### src/rtl/alu_seq_if.sv
// alu_seq_if: request/response bundle between the sequencer and alu_seq.
//   Request side : in_valid, in_ready, op, a, b
//   Response side: out_valid, out_ready, o1, o2, flags {DE,OF,CF,SF,ZF}
//   master = sequencer (issues requests, consumes results)
//   slave  = alu_seq
interface alu_seq_if #(
  parameter int WIDTH = 16
);
  logic             in_valid;
  logic             in_ready;
  logic [3:0]       op;
  logic [WIDTH-1:0] a;
  logic [WIDTH-1:0] b;
  logic             out_valid;
  logic             out_ready;
  logic [WIDTH-1:0] o1;
  logic [WIDTH-1:0] o2;
  logic [4:0]       flags;

  modport master (
    output in_valid, op, a, b, out_ready,
    input  in_ready, out_valid, o1, o2, flags
  );

  modport slave (
    input  in_valid, op, a, b, out_ready,
    output in_ready, out_valid, o1, o2, flags
  );
endinterface

### src/rtl/alu_seq.sv
// alu_seq: sequential ALU with valid/ready handshakes.
//   clk  : rising-edge clock
//   rst  : synchronous active-high reset (aborts any pending operation)
//   bus  : alu_seq_if slave port (request a/b/op, result o1/o2/flags)
// Single-cycle ops finish one cycle after accept; MUL/IMUL/DIV/IDIV iterate
// one bit per cycle for WIDTH cycles (sign fix-up folded into the last one).
module alu_seq #(
  parameter int WIDTH = 16,
  parameter int LOG2  = 4
) (
  input logic   clk,
  input logic   rst,
  alu_seq_if.slave bus
);

  localparam logic [1:0] IDLE = 2'd0;
  localparam logic [1:0] BUSY = 2'd1;
  localparam logic [1:0] DONE = 2'd2;

  localparam logic [3:0] OP_ADD = 4'd0,  OP_SUB = 4'd1,  OP_AND = 4'd2;
  localparam logic [3:0] OP_OR  = 4'd3,  OP_XOR = 4'd4,  OP_NEG = 4'd5;
  localparam logic [3:0] OP_SHL = 4'd6,  OP_SHR = 4'd7,  OP_SAR = 4'd8;
  localparam logic [3:0] OP_ROL = 4'd9,  OP_ROR = 4'd10, OP_MUL = 4'd11;
  localparam logic [3:0] OP_IMUL = 4'd12, OP_DIV = 4'd13, OP_IDIV = 4'd14;

  localparam logic [WIDTH-1:0]   ZERO    = {WIDTH{1'b0}};
  localparam logic [WIDTH-1:0]   ONES    = {WIDTH{1'b1}};
  localparam logic [WIDTH-1:0]   MIN_NEG = {1'b1, {(WIDTH-1){1'b0}}};
  localparam logic [2*WIDTH-1:0] ZERO2   = {(2*WIDTH){1'b0}};
  localparam logic [LOG2-1:0]    N_ZERO  = {LOG2{1'b0}};
  localparam logic [LOG2:0]      CNT_INIT = (LOG2+1)'(WIDTH);
  localparam logic [LOG2:0]      CNT_ONE  = (LOG2+1)'(1);
  localparam logic [LOG2:0]      CNT_ZERO = (LOG2+1)'(0);

  // Two's-complement magnitude for signed ops; MIN_NEG maps onto itself,
  // which is the correct unsigned magnitude.
  function automatic logic [WIDTH-1:0] magnitude(input logic [WIDTH-1:0] v,
                                                 input logic is_signed);
    if (is_signed && v[WIDTH-1]) begin
      return ZERO - v;
    end else begin
      return v;
    end
  endfunction

  logic [1:0]       state_r;
  logic [LOG2:0]    cnt_r;
  logic [3:0]       op_r;
  logic [WIDTH-1:0] hi_r, lo_r, opd_r;
  logic             neg_r, rneg_r;
  logic [WIDTH-1:0] o1_r, o2_r;
  logic [4:0]       flags_r;
  logic             in_ready_r, out_valid_r;

  assign bus.in_ready  = in_ready_r;
  assign bus.out_valid = out_valid_r;
  assign bus.o1        = o1_r;
  assign bus.o2        = o2_r;
  assign bus.flags     = flags_r;

  // Single-cycle datapath terms
  logic [LOG2-1:0]     n_s, rot_amt_s;
  logic [WIDTH:0]      add_s, sub_s, shl_s, shr_s;
  logic signed [WIDTH:0] sar_s;
  logic [WIDTH-1:0]    rot_s;
  logic                signed_op_s, iter_op_s;

  assign n_s        = bus.b[LOG2-1:0];
  assign add_s      = {1'b0, bus.a} + {1'b0, bus.b};
  assign sub_s      = {1'b0, bus.a} - {1'b0, bus.b};
  assign shl_s      = {1'b0, bus.a} << n_s;
  assign shr_s      = {bus.a, 1'b0} >> n_s;
  assign sar_s      = $signed({bus.a, 1'b0}) >>> n_s;
  // Rotate-left by n is rotate-right by (-n mod WIDTH); one shifter serves both.
  assign rot_amt_s  = (bus.op == OP_ROL) ? (N_ZERO - n_s) : n_s;
  assign rot_s      = WIDTH'({bus.a, bus.a} >> rot_amt_s);
  assign signed_op_s = (bus.op == OP_IMUL) || (bus.op == OP_IDIV);

  logic [WIDTH-1:0] alu_o1_s, alu_o2_s;
  logic [4:0]       alu_flags_s;
  logic             cf_s, of_s, de_s, keep_s, clr_s, div_err_s;

  // Single-cycle result, flags and divide-error detection at accept time
  always_comb begin
    alu_o1_s  = ZERO;
    alu_o2_s  = ZERO;
    cf_s      = 1'b0;
    of_s      = 1'b0;
    de_s      = 1'b0;
    keep_s    = 1'b0;
    clr_s     = 1'b0;
    div_err_s = 1'b0;
    case (bus.op)
      OP_ADD: begin
        alu_o1_s = add_s[WIDTH-1:0];
        cf_s     = add_s[WIDTH];
        of_s     = (bus.a[WIDTH-1] == bus.b[WIDTH-1]) && (add_s[WIDTH-1] != bus.a[WIDTH-1]);
      end
      OP_SUB: begin
        alu_o1_s = sub_s[WIDTH-1:0];
        cf_s     = sub_s[WIDTH];
        of_s     = (bus.a[WIDTH-1] != bus.b[WIDTH-1]) && (sub_s[WIDTH-1] != bus.a[WIDTH-1]);
      end
      OP_AND: alu_o1_s = bus.a & bus.b;
      OP_OR:  alu_o1_s = bus.a | bus.b;
      OP_XOR: alu_o1_s = bus.a ^ bus.b;
      OP_NEG: begin
        alu_o1_s = ZERO - bus.a;
        cf_s     = (bus.a != ZERO);
        of_s     = (bus.a == MIN_NEG);
      end
      OP_SHL: begin
        alu_o1_s = shl_s[WIDTH-1:0];
        cf_s     = shl_s[WIDTH];
        keep_s   = (n_s == N_ZERO);
      end
      OP_SHR: begin
        alu_o1_s = shr_s[WIDTH:1];
        cf_s     = shr_s[0];
        keep_s   = (n_s == N_ZERO);
      end
      OP_SAR: begin
        alu_o1_s = sar_s[WIDTH:1];
        cf_s     = sar_s[0];
        keep_s   = (n_s == N_ZERO);
      end
      OP_ROL: begin
        alu_o1_s = rot_s;
        cf_s     = rot_s[0];
        keep_s   = (n_s == N_ZERO);
      end
      OP_ROR: begin
        alu_o1_s = rot_s;
        cf_s     = rot_s[WIDTH-1];
        keep_s   = (n_s == N_ZERO);
      end
      OP_MUL, OP_IMUL: begin
        alu_o1_s = ZERO;
      end
      OP_DIV: begin
        if (bus.b == ZERO) begin
          div_err_s = 1'b1;
          de_s      = 1'b1;
          alu_o1_s  = ONES;
          alu_o2_s  = bus.a;
        end else begin
          div_err_s = 1'b0;
        end
      end
      OP_IDIV: begin
        if (bus.b == ZERO) begin
          div_err_s = 1'b1;
          de_s      = 1'b1;
          alu_o1_s  = ONES;
          alu_o2_s  = bus.a;
        end else if ((bus.a == MIN_NEG) && (bus.b == ONES)) begin
          div_err_s = 1'b1;
          de_s      = 1'b1;
          alu_o1_s  = bus.a;
          alu_o2_s  = ZERO;
        end else begin
          div_err_s = 1'b0;
        end
      end
      default: clr_s = 1'b1;
    endcase
    // Zero shift amount leaves DE/OF/CF as they were; only ZF/SF follow o1.
    if (clr_s) begin
      alu_flags_s = 5'b00000;
    end else if (keep_s) begin
      alu_flags_s = {flags_r[4:2], alu_o1_s[WIDTH-1], (alu_o1_s == ZERO)};
    end else begin
      alu_flags_s = {de_s, of_s, cf_s, alu_o1_s[WIDTH-1], (alu_o1_s == ZERO)};
    end
  end

  // Iterative step terms: shift-add multiply, restoring divide
  logic [WIDTH:0]     mul_sum_s, rem_sh_s, rem_diff_s;
  logic [WIDTH-1:0]   div_hi_s, div_lo_s;
  logic [2*WIDTH-1:0] prod_s, prod_fix_s;
  logic               is_mul_s;

  assign is_mul_s   = (op_r == OP_MUL) || (op_r == OP_IMUL);
  assign mul_sum_s  = {1'b0, hi_r} + (lo_r[0] ? {1'b0, opd_r} : {(WIDTH+1){1'b0}});
  assign prod_s     = {mul_sum_s, lo_r[WIDTH-1:1]};
  assign prod_fix_s = neg_r ? (ZERO2 - prod_s) : prod_s;
  assign rem_sh_s   = {hi_r, lo_r[WIDTH-1]};
  assign rem_diff_s = rem_sh_s - {1'b0, opd_r};

  // Restoring step: keep the trial difference only when it did not borrow
  always_comb begin
    div_hi_s = rem_sh_s[WIDTH-1:0];
    div_lo_s = {lo_r[WIDTH-2:0], 1'b0};
    if (!rem_diff_s[WIDTH]) begin
      div_hi_s = rem_diff_s[WIDTH-1:0];
      div_lo_s = {lo_r[WIDTH-2:0], 1'b1};
    end else begin
      div_hi_s = rem_sh_s[WIDTH-1:0];
    end
  end

  logic [WIDTH-1:0] fin_o1_s, fin_o2_s;
  logic             fin_cf_s;

  // Final-cycle result with sign correction for the signed variants
  always_comb begin
    fin_o1_s = ZERO;
    fin_o2_s = ZERO;
    fin_cf_s = 1'b0;
    case (op_r)
      OP_MUL: begin
        fin_o1_s = prod_s[WIDTH-1:0];
        fin_o2_s = prod_s[2*WIDTH-1:WIDTH];
        fin_cf_s = (fin_o2_s != ZERO);
      end
      OP_IMUL: begin
        fin_o1_s = prod_fix_s[WIDTH-1:0];
        fin_o2_s = prod_fix_s[2*WIDTH-1:WIDTH];
        fin_cf_s = (fin_o2_s != {WIDTH{fin_o1_s[WIDTH-1]}});
      end
      OP_DIV: begin
        fin_o1_s = div_lo_s;
        fin_o2_s = div_hi_s;
      end
      OP_IDIV: begin
        fin_o1_s = neg_r  ? (ZERO - div_lo_s) : div_lo_s;
        fin_o2_s = rneg_r ? (ZERO - div_hi_s) : div_hi_s;
      end
      default: fin_o1_s = ZERO;
    endcase
  end

  // Control FSM, iteration registers and registered outputs
  always_ff @(posedge clk) begin
    if (rst) begin
      state_r     <= IDLE;
      cnt_r       <= CNT_ZERO;
      op_r        <= 4'd0;
      hi_r        <= ZERO;
      lo_r        <= ZERO;
      opd_r       <= ZERO;
      neg_r       <= 1'b0;
      rneg_r      <= 1'b0;
      o1_r        <= ZERO;
      o2_r        <= ZERO;
      flags_r     <= 5'b00000;
      in_ready_r  <= 1'b1;
      out_valid_r <= 1'b0;
    end else begin
      case (state_r)
        IDLE: begin
          if (bus.in_valid) begin
            op_r       <= bus.op;
            in_ready_r <= 1'b0;
            iter_op_s_dummy_guard: begin end
            if ((bus.op == OP_MUL) || (bus.op == OP_IMUL) ||
                (((bus.op == OP_DIV) || (bus.op == OP_IDIV)) && !div_err_s)) begin
              hi_r    <= ZERO;
              lo_r    <= magnitude(bus.a, signed_op_s);
              opd_r   <= magnitude(bus.b, signed_op_s);
              neg_r   <= signed_op_s && (bus.a[WIDTH-1] ^ bus.b[WIDTH-1]);
              rneg_r  <= signed_op_s && bus.a[WIDTH-1];
              cnt_r   <= CNT_INIT;
              state_r <= BUSY;
            end else begin
              o1_r        <= alu_o1_s;
              o2_r        <= alu_o2_s;
              flags_r     <= alu_flags_s;
              out_valid_r <= 1'b1;
              state_r     <= DONE;
            end
          end else begin
            state_r <= IDLE;
          end
        end
        BUSY: begin
          hi_r  <= is_mul_s ? mul_sum_s[WIDTH:1] : div_hi_s;
          lo_r  <= is_mul_s ? {mul_sum_s[0], lo_r[WIDTH-1:1]} : div_lo_s;
          cnt_r <= (cnt_r != CNT_ZERO) ? (cnt_r - CNT_ONE) : cnt_r;
          if (cnt_r == CNT_ONE) begin
            o1_r        <= fin_o1_s;
            o2_r        <= fin_o2_s;
            flags_r     <= {1'b0, fin_cf_s, fin_cf_s, fin_o1_s[WIDTH-1], (fin_o1_s == ZERO)};
            out_valid_r <= 1'b1;
            state_r     <= DONE;
          end else begin
            state_r <= BUSY;
          end
        end
        DONE: begin
          if (bus.out_ready) begin
            out_valid_r <= 1'b0;
            in_ready_r  <= 1'b1;
            state_r     <= IDLE;
          end else begin
            state_r <= DONE;
          end
        end
        default: begin
          state_r     <= IDLE;
          in_ready_r  <= 1'b1;
          out_valid_r <= 1'b0;
        end
      endcase
    end
  end

  assign iter_op_s = 1'b0;

endmodule

### src/flat_wrapper.sv
// flat-port wrapper written by rule: the top's interface ports become plain ports
module alu_seq_flat 
#(
  parameter int WIDTH = 16,
  parameter int LOG2  = 4
)
  (clk, rst, bus_in_valid, bus_op, bus_a, bus_b, bus_out_ready, bus_in_ready, bus_out_valid, bus_o1, bus_o2, bus_flags);
  alu_seq_if #(.WIDTH(WIDTH)) bus_i ();
  input logic clk;
  input logic rst;
  input wire logic [$bits(bus_i.in_valid)-1:0] bus_in_valid;
  input wire logic [$bits(bus_i.op)-1:0] bus_op;
  input wire logic [$bits(bus_i.a)-1:0] bus_a;
  input wire logic [$bits(bus_i.b)-1:0] bus_b;
  input wire logic [$bits(bus_i.out_ready)-1:0] bus_out_ready;
  output wire logic [$bits(bus_i.in_ready)-1:0] bus_in_ready;
  output wire logic [$bits(bus_i.out_valid)-1:0] bus_out_valid;
  output wire logic [$bits(bus_i.o1)-1:0] bus_o1;
  output wire logic [$bits(bus_i.o2)-1:0] bus_o2;
  output wire logic [$bits(bus_i.flags)-1:0] bus_flags;
  assign bus_i.in_valid = bus_in_valid;
  assign bus_i.op = bus_op;
  assign bus_i.a = bus_a;
  assign bus_i.b = bus_b;
  assign bus_i.out_ready = bus_out_ready;
  assign bus_in_ready = bus_i.in_ready;
  assign bus_out_valid = bus_i.out_valid;
  assign bus_o1 = bus_i.o1;
  assign bus_o2 = bus_i.o2;
  assign bus_flags = bus_i.flags;
  alu_seq #(.WIDTH(WIDTH), .LOG2(LOG2)) u_core (.clk(clk), .rst(rst), .bus(bus_i));
endmodule
### config.mk
export PLATFORM = sky130hd
export DESIGN_NAME = alu_seq_flat
export DESIGN_NICKNAME = d
export VERILOG_FILES = /design/src/rtl/alu_seq_if.sv /design/src/rtl/alu_seq.sv /design/src/flat_wrapper.sv
export SDC_FILE = /design/constraint.sdc
export NUM_CORES = 1
export LEC_CHECK = 0
export ABC_CLOCK_PERIOD_IN_PS = 15500
export CAP_MARGIN = 0
export CORE_MARGIN = 5
export CORE_UTILIZATION = 31
export CTS_CLUSTER_DIAMETER = 120
export CTS_CLUSTER_SIZE = 40
export DETAILED_ROUTE_END_ITERATION = 8
export HOLD_SLACK_MARGIN = 0.12
export PLACE_DENSITY = 0.59
export SLEW_MARGIN = 20
export SYNTH_ARGS = -nofsm -noshare
export SYNTH_HDL_FRONTEND = slang
export SYNTH_SLANG_ARGS = --single-unit
### constraint.sdc
create_clock -name clk -period 15.5 [get_ports clk]
set_input_delay 4.65 -clock clk [delete_from_list [all_inputs] [get_ports clk]]
set_output_delay 4.65 -clock clk [all_outputs]
set_load 0.03 [all_outputs]
* After elaboration in Yosys (flattened, before gate mapping)
Index checks and enable logic that the tools add are counted.
** Operators by class
- Add/subtract/negate cells :: 11
- Muxes and demuxes :: 64
- Bitwise logic cells :: 5
- Reductions and logical operators :: 35
- Shifts and indexed selects :: 4
- Equality and inequality tests :: 35
** Operators with widths (count)
- $mux 16 :: 23
- $pmux 16 s12 :: 1
- $pmux 16 s2 :: 4
- $pmux 16 s4 :: 2
- $sub 1x16->16 const A :: 4
- $logic_not 16->1 :: 3
- $eq 4x4->1 const B :: 11
- $mux 5 :: 8
- $eq 16x16->1 const B :: 2
- $mux 32 :: 1
- $reduce_bool 16->1 :: 2
- $shr 32x4->16 :: 1
- $sub 1x32->32 const A :: 1
- $pmux 5 s2 :: 2
- $add 16x16->17 :: 1
- $add 16x17->17 :: 1
- $shl 16x4->17 :: 1
- $shr 17x4->17 :: 1
- $sshr 17x4->17 :: 1
- $sub 16x16->17 :: 1
- $sub 17x16->17 :: 1
- $and 16x16->16 :: 1
- $eq 4x3->1 const B :: 4
- $ne 16x16->1 :: 1
- 37 further kinds :: 76
** Storage, ports and cells
- Output and inout bits :: 39
- Input port bits :: 40
- Bits in registers :: 100

* Logic depth before layout (Yosys ltp)
Gate-level depths: netlist of the first run.
- Depth after elaboration :: 11
- Depth in mapped cells :: 25
- Depth with buffers taken out :: 23

* Least setup slack after synthesis of the first run
Ideal clock, no wire load.
- Path kind :: input to register
- Start point :: in bus_b[0]
- End point :: reg u_core.flags_r[0], in the netlist u_core.bus.flags[0]
- Buffers on the path :: 5
- Library setup time :: 0.082 ns
- Required time :: 15.418 ns
- Setup slack :: 6.712 ns
- Data arrival time :: 8.706 ns
- Cell stages on the path :: 16
- Cells stage by stage :: clkbuf_1 > buf_1 > inv_2 > clkbuf_1 > ha_1 > nor3_1 > xnor2_1 > clkbuf_1 > buf_2 > mux4_2 > mux4_2 > a21oi_1 > nand4_1 > nor4_1 > nand4_1 > o221ai_1
** Between the ends
- Longest elaborated chain between the ends :: 11
- Elaborated cells between the ends (all ways) :: 33
- Classes of those cells :: add/sub: 3; eq/ne: 2; shift: 4; mux: 14; bitwise: 3; reduce/logical: 7
** Ends and longest elaborated chain
- start: declaration :: RTL line flat_wrapper.sv:14 : input wire logic [$bits(bus_i.b)-1:0] bus_b;
- parallel branches: the longest is 11 deep, another holds $sub 1x4->4
- end signal: assignment :: RTL line alu_seq.sv:268 : flags_r <= alu_flags_s;
- end signal: assignment :: RTL line alu_seq.sv:283 : flags_r <= {1'b0, fin_cf_s, fin_cf_s, fin_o1_s[WIDTH-1], (fin_o1_s == ZERO)};
- end: declaration :: RTL line alu_seq.sv:52 : logic [4:0] flags_r;
Several ways; the timed one is not identified. The select of a mux whose other input is x is not followed.
A chain may end at the register's enable or synchronous reset.

* Worst setup path after layout of the first run
- Start point :: in bus_a[0]
- End point :: reg u_core.flags_r[0], in the netlist u_core.bus.flags[0]
** Between the ends
- Longest elaborated chain between the ends :: 11
- Elaborated cells between the ends (all ways) :: 29
- Classes of those cells :: add/sub: 3; eq/ne: 2; shift: 4; mux: 11; bitwise: 3; reduce/logical: 6
** Ends and longest elaborated chain
- start: declaration :: RTL line flat_wrapper.sv:13 : input wire logic [$bits(bus_i.a)-1:0] bus_a;
- parallel branches: the longest is 11 deep, another holds $sub 1x16->16
Several ways; the timed one is not identified. The select of a mux whose other input is x is not followed.

==> results of run 1 <==
==> state kept, by name, summed over array words and instances, names as in the netlist <==
name                  count
u_core.op_r               4
u_core.bus.out_valid      1
u_core.bus.o1            16
u_core.rneg_r             1
u_core.bus.in_ready       1
u_core.opd_r             16
u_core.neg_r              1
u_core.lo_r              16
u_core.hi_r              16
u_core.bus.flags          5
u_core.cnt_r              5
u_core.bus.o2            16
u_core.state_r            2
==> final timing paths <==
path / start / to / slack (ps)
setup / recovery: bus_a[0] / u_core.bus.flags[0] / 5940
hold / removal: u_core.opd_r[15] / u_core.opd_r[15] / 460
hold reg to reg: u_core.opd_r[15] / u_core.opd_r[15] / 460
setup reg to reg: u_core.lo_r[15] / u_core.bus.flags[0] / 8900
==> through the flow <==
| step | area [um2] | worst slack (ps) |
|---|---|---|
| after floorplan | 14800 | 6710 |
| after global placement | 16100 | 5690 |
| after detailed placement | 16100 | 5760 |
| after CTS | 16400 | 6120 |
| after global routing | 16400 | 5820 |
| final | 16400 | 5940 |
==> cell families (layout without fill, tap and decap cells) <==
| kind of cell | count (synthesis) | after routing | synth area share (%) |
|---|---|---|---|
| AO/OA/AOI/OAI | 686 | 686 | 31.3 |
| multiplexers | 114 | 114 | 9.80 |
| adder cells (fa/ha/maj) | 94 | 94 | 8.15 |
| buffers and inverters | 265 | 239 | 6.92 |
| AND/OR/NAND/NOR | 758 | 758 | 24.3 |
| flip-flops | 100 | 100 | 13.5 |
| XOR/XNOR | 100 | 100 | 5.93 |
==> power by group through the flow <==
| stage | logic (mW) | clock network [mW] | registers [mW] |
|---|---|---|---|
| 4_1_cts | 0.713 | 0.232 | 0.309 |
| 2_1_floorplan | 0.474 | 0 | 0.319 |
| 5_1_grt | 0.779 | 0.242 | 0.313 |
| 6_report | 0.731 | 0.228 | 0.310 |
| 3_5_place_dp | 0.709 | 0 | 0.315 |
| 3_3_place_gp | 0.705 | 0 | 0.315 |
==> area by class of cell <==
class                   instances  area, um2  area share (%)
clock inverters                 6       56.3           0.344
clock buffers                   9        225            1.38
multi-input cells            1752      11800            72.1
well taps                     615        769            4.71
repair buffers                128       1140            6.99
flip-flops and latches        100       2000            12.2
inverters                      96        360            2.20
==> cells in the mapped netlist (8+ instances only) <==
master	n
o31ai_1	14
a211oi_1	61
clkbuf_1	149
nor3b_1	11
a211o_1	8
buf_1	15
o221ai_1	15
o211ai_1	24
a221oi_1	27
nand3_1	36
a21oi_1	168
o21a_1	15
a311oi_1	21
or4_1	11
nor4_1	24
nand4_1	23
xnor2_1	78
mux4_2	23
nand2b_1	25
nand2_1	186
mux2i_1	76
a31oi_1	31
a21o_1	26
or3_1	20
or2_2	10
mux2_2	15
o21bai_1	10
nor3_1	79
dfxtp_1	100
o21ai_0	125
nor2_1	267
and2_1	8
xor2_1	22
o41ai_1	11
nor2b_1	20
a22oi_1	19
inv_1	91
o22ai_1	14
ha_1	89
==> routing by layer <==
| layer | wire (um) | GRT usage, % |
|---|---|---|
| met5 | 0 | 0 |
| met3 | 6180 | 3.80 |
| met4 | 3200 | 10.2 |
| met1 | 28800 | 34.2 |
| met2 | 32800 | 42.5 |
==> worst max-delay path, stage by stage <==
cell and delay (ps):
clkdlybuf4s50_1 810, inv_1 460, ha_1 350, or4b_2 710, or3_1 480, and4b_1 410
or4_1 150, a41oi_1 160, nor3b_2 190, buf_4 420, o21bai_1 190, nor2_1 140
nand4_1 80, or4b_1 550, o221ai_1 90
==> out/results.txt, run 1 <==
Outcome: completed
Hpwl dp: 53600 um
Dpl cells: 2691
Slew Viols, Final: 0
Peak VDD IR: 0.0000610 V
Core Footprint: 47400 um2
Number of global-route vias before repair: 16200
CTS tree: done
ANT cells: 0
Main area contributors after synthesis: dfxtp_1, ha_1, nor2_1
Warnings, synthesis: 0
Synth Net Count: 2250
Total GRT Usage: 25.8%
Clock Latency Late Sink: 370 ps
Synth Flop Type: dfxtp_1
Die area: 52100 um2
Power Density: 77.6 nW/um2
Mean Syn Cell Area: 6.98 um2
Post-CTS Hold Buffers: 0
Synth area leader: dfxtp_1
#FFs+latches synth: 100
Final WL: 71000 um
DR WL/cell: 26.2 um
Die Y: 228 um
Synth cell types: 93
# port buffers: 78
HP Class: reg2reg
Num CTS Buffers: 9
Sequential power share: 24.4%
CP Capture Type: flip-flop
Post-CTS sizing: 0
Post-synthesis sequential area ratio: 13.5%
Clk slew on worst S/H paths: 80 ps
Largest net degree at the start of global routing: 57
Hold WS: 457 ps
Async SR Flop Fraction: 0%
CTS max path bufs: 2
Final setup TNS: 0 ps
Number of vias per cell: 6.39
Clock Skews: 11.0 ps
Mapped Area: 14800 um2
Worst R2R Path Depth: 24
Commonest cells after routing, fill and taps aside: nor2_1, nand2_1, a21oi_1
RSZ-0062 raised after global routing: false
Top cell type's share of synthesized area: 13.5%
Initial antenna violation count: 0
IO Count: 79
Endpoints failing setup: 0
Vias: 17300
Starting Density: 31.1%
Area delta synth->final: 10.7%
Non-Filler Instances: 2706
Util after Layout: 34.5%
Fmax: 0.105 GHz
Pleak: 6.10 nW
GPL Wtd Cong: 1.03
WP data arrival: 9860 ps
Hold depth: 2
Max-cap violations: 0
Overflow after GRT: 0
Combinational power share: 57.6%
DRT Pass-1 Iters: 6
Clock power frac: 18.0%
Synth Instances: 2117
Share of layout cells above drive strength 1: 6.79%
Switch share: 48.8%
Commonest non-fill, non-tap cell in the layout: nor2_1
Tot Pwr: 1.27 mW
Post-CTS Setup Bufs: 0
Slew Limit Headroom: 21.1%
Period minus WS final: 9560 ps
DR DRC count: 0
Critical path fanouts, max: 39
Final Hold Fails: 0
Rows: 80
Period utilisation layout: 61.7%
Die width: 228 um
Fin nets: 2220
Post-synth EDFFs: 0
CTS HTree Levels: 3
Fillers: 5186
Switching Power: 0.620 mW
CTS Sinks: 100
Internal power: 0.649 mW
Root Buffer: clkbuf_16
Setup CP Type: in2reg
CP required: 15790 ps
Final ANT Viol Nets: 0
Drt initial violations: 2095
Global-route wire length before repair: 106000 um
Worst slew pin tran: 1180 ps
CP Launch Type: primary input
(Power assumes the default switching activity.)
==> run 2, diff against run 1 <==
--- a/config.mk
+++ b/config.mk
@@ -5,7 +5,7 @@
 export SDC_FILE = /design/constraint.sdc
 export NUM_CORES = 1
 export LEC_CHECK = 0
-export ABC_CLOCK_PERIOD_IN_PS = 15500
+export ABC_CLOCK_PERIOD_IN_PS = 8860
 export CAP_MARGIN = 0
 export CORE_MARGIN = 5
 export CORE_UTILIZATION = 31
==> constraint.sdc (replaced) <==
create_clock -name clk -period 8.86 [get_ports clk]
set_input_delay 2.658 -clock clk [delete_from_list [all_inputs] [get_ports clk]]
set_output_delay 2.658 -clock clk [all_outputs]
set_load 0.03 [all_outputs]
==> run 2 against run 1 <==
Compared with the run above: clock skew up 2.9 ps; final cell count grew 0.18%; count of clock-buffer cells in the layout unchanged; sequential power up 74%; hold slack gained 4.1 ps; sequential share of layout area shrank 0.052 points; setup slack lost 4000 ps; first-iteration DRC count increased by 23%; combinational power is 75% higher; die area is the same; power grew 78%; design area up 0.43%; critical path type unchanged; critical endpoint is now u_core.lo_r[0]; highest routed layer unchanged.
==> out/results.txt, run 2 (synthesis gave the netlist of run 1 again) <==
# port buffers: 78
Crit-path most repeated cell: or2_2
Clock power frac: 19.6%
Slew Viols, Final: 0
WP data arrival: 7210 ps
Global-route wire length before repair: 106000 um
Vias: 17400
Power Density: 138 nW/um2
Largest net degree at the start of global routing: 57
Placed cell areas: 16100 um2
Post-CTS Hold Buffers: 0
Util after Layout: 34.6%
Drt initial violations: 2576
Endpoints failing setup: 0
Fin nets: 2223
Outcome: completed
CP Capture Type: flip-flop
Combinational power share: 56.5%
Number of vias per cell: 6.42
Period minus WS final: 6970 ps
Hold WS: 461 ps
Buffer and inverter count on the worst path: 3
Clk slew on worst S/H paths: 80 ps
DRT Pass-1 Iters: 8
M2 GR Usage: 40.8%
Rows: 80
Pleak: 6.14 nW
Final Hold Fails: 0
Max-cap violations: 0
DR WL/cell: 26.4 um
Number of global-route vias before repair: 16100
Place WS: 1600 ps
Period utilisation layout: 78.6%
Final WL: 71400 um
Initial antenna violation count: 1
CTS tree: done
CP Launch Type: primary input
Num CTS Buffers: 9
Final ANT Viol Nets: 0
GRT busiest layer: met2
Die area: 52100 um2
Final setup TNS: 0 ps
Starting Density: 31.1%
Fmax: 0.144 GHz
Commonest non-fill, non-tap cell in the layout: nor2_1
Setup CP Type: in2reg
HP Class: reg2reg
IO Count: 79
Met3 usage: 3.95%
CTS max path bufs: 2
Hpwl dp: 54100 um
Slew Limit Headroom: 24.9%
Internal power: 1.17 mW
DR DRC count: 0
Post-CTS sizing: 0
Root Buffer: clkbuf_16
Post-CTS Setup Bufs: 0
CTS HTree Levels: 3
Die width: 228 um
Total GRT Usage: 25.7%
Commonest cells after routing, fill and taps aside: nor2_1, nand2_1, a21oi_1
Max stage delay cell, worst path: or2_2
CTS Sinks: 100
Area delta synth->final: 11.1%
CP required: 9100 ps
Core Footprint: 47400 um2
Fillers: 5159
Clock Latency Late Sink: 370 ps
CP Cell Sequence: clkdlybuf4s50_1 -> buf_4 -> inv_1 -> ha_1 -> or4b_2 -> or3_1 -> and4b_1 -> or2_2 -> maj3_1 -> mux2i_1 -> a31oi_1 -> or2_2 -> nor3_1 -> a221oi_1 -> nor2_1
RSZ-0062 raised after global routing: false
Share of layout cells above drive strength 1: 6.92%
Crit-path leading delay family: simple AND/OR/NAND/NOR gates
Peak VDD IR: 0.0000984 V
Overflow after GRT: 0
Design Area, Final: 16400 um2
Final worst setup slack: 1890 ps
Sequential power share: 23.9%
Met1 Usage GRT: 34.9%
Die Y: 228 um
Switch share: 48.3%
Clock Skews: 13.9 ps
Switching Power: 1.09 mW
Worst slew pin tran: 1120 ps
GPL Wtd Cong: 1.00
Slowest stage delay, CP: 850 ps
Critical path fanouts, max: 52
run 2: cell count changes in the layout (fill, tap and decap cells not counted), sizes merged:
cell      previous run  this run
clkinv               4         3
diode                0         1
clkinvlp             1         0
buf                 53        56
inv                 97        99
bufinv               0         1
run 2: per-layer routing:
metal,vias to the layer above,wire length [um]
li1,7833,-
met1,8426,29900
met2,977,31600
met3,164,6400
met4,0,3590
met5,-,0
run 2: cell type report:
type / instances / area, um2 / share of cell area [%]
Clock buffer: 9 / 225 / 1.37
Timing Repair Buffer: 131 / 1170 / 7.10
Clock inverter: 7 / 90.1 / 0.549
Inverter: 96 / 360 / 2.19
Sequential cell: 100 / 2000 / 12.2
Tap cell: 615 / 769 / 4.69
Antenna cell: 1 / 2.50 / 0.0152
Multi-Input combinational cell: 1752 / 11800 / 71.9
run 2: worst paths after layout:
| check | startpoint | to | slack [ps] | cells after the start |
|---|---|---|---|---|
| worst max register to register | u_core.lo_r[15] | u_core.bus.flags[0] | 2350 | 24 |
| worst min register to register | u_core.neg_r | u_core.neg_r | 460 | 2 |
| worst min-delay path | u_core.neg_r | u_core.neg_r | 460 | 2 |
| worst max-delay path | bus_a[0] | u_core.lo_r[0] | 1890 | 15 |
run 2: worst min-delay path, cell delays in order, from the launching register on:
cell and delay, ps:
dfxtp_1 320, nand2_1 50, a21oi_1 50
run 2: stage by stage:
stage | power [mW] | instances
final | 2.26 | 2711
after global routing | 2.36 | 2710
after CTS | 2.23 | 2710
after detailed placement | 1.79 | 2694
after global placement | 1.78 | 2694
after floorplan | 1.39 | 2117
run 2: power groups by stage:
stage / registers [mW] / clock network (mW) / logic [mW]
final: 0.540 / 0.442 / 1.28
after floorplan: 0.559 / 0 / 0.830
after CTS: 0.540 / 0.448 / 1.24
after global routing: 0.545 / 0.464 / 1.35
after detailed placement: 0.550 / 0 / 1.24
after global placement: 0.549 / 0 / 1.23
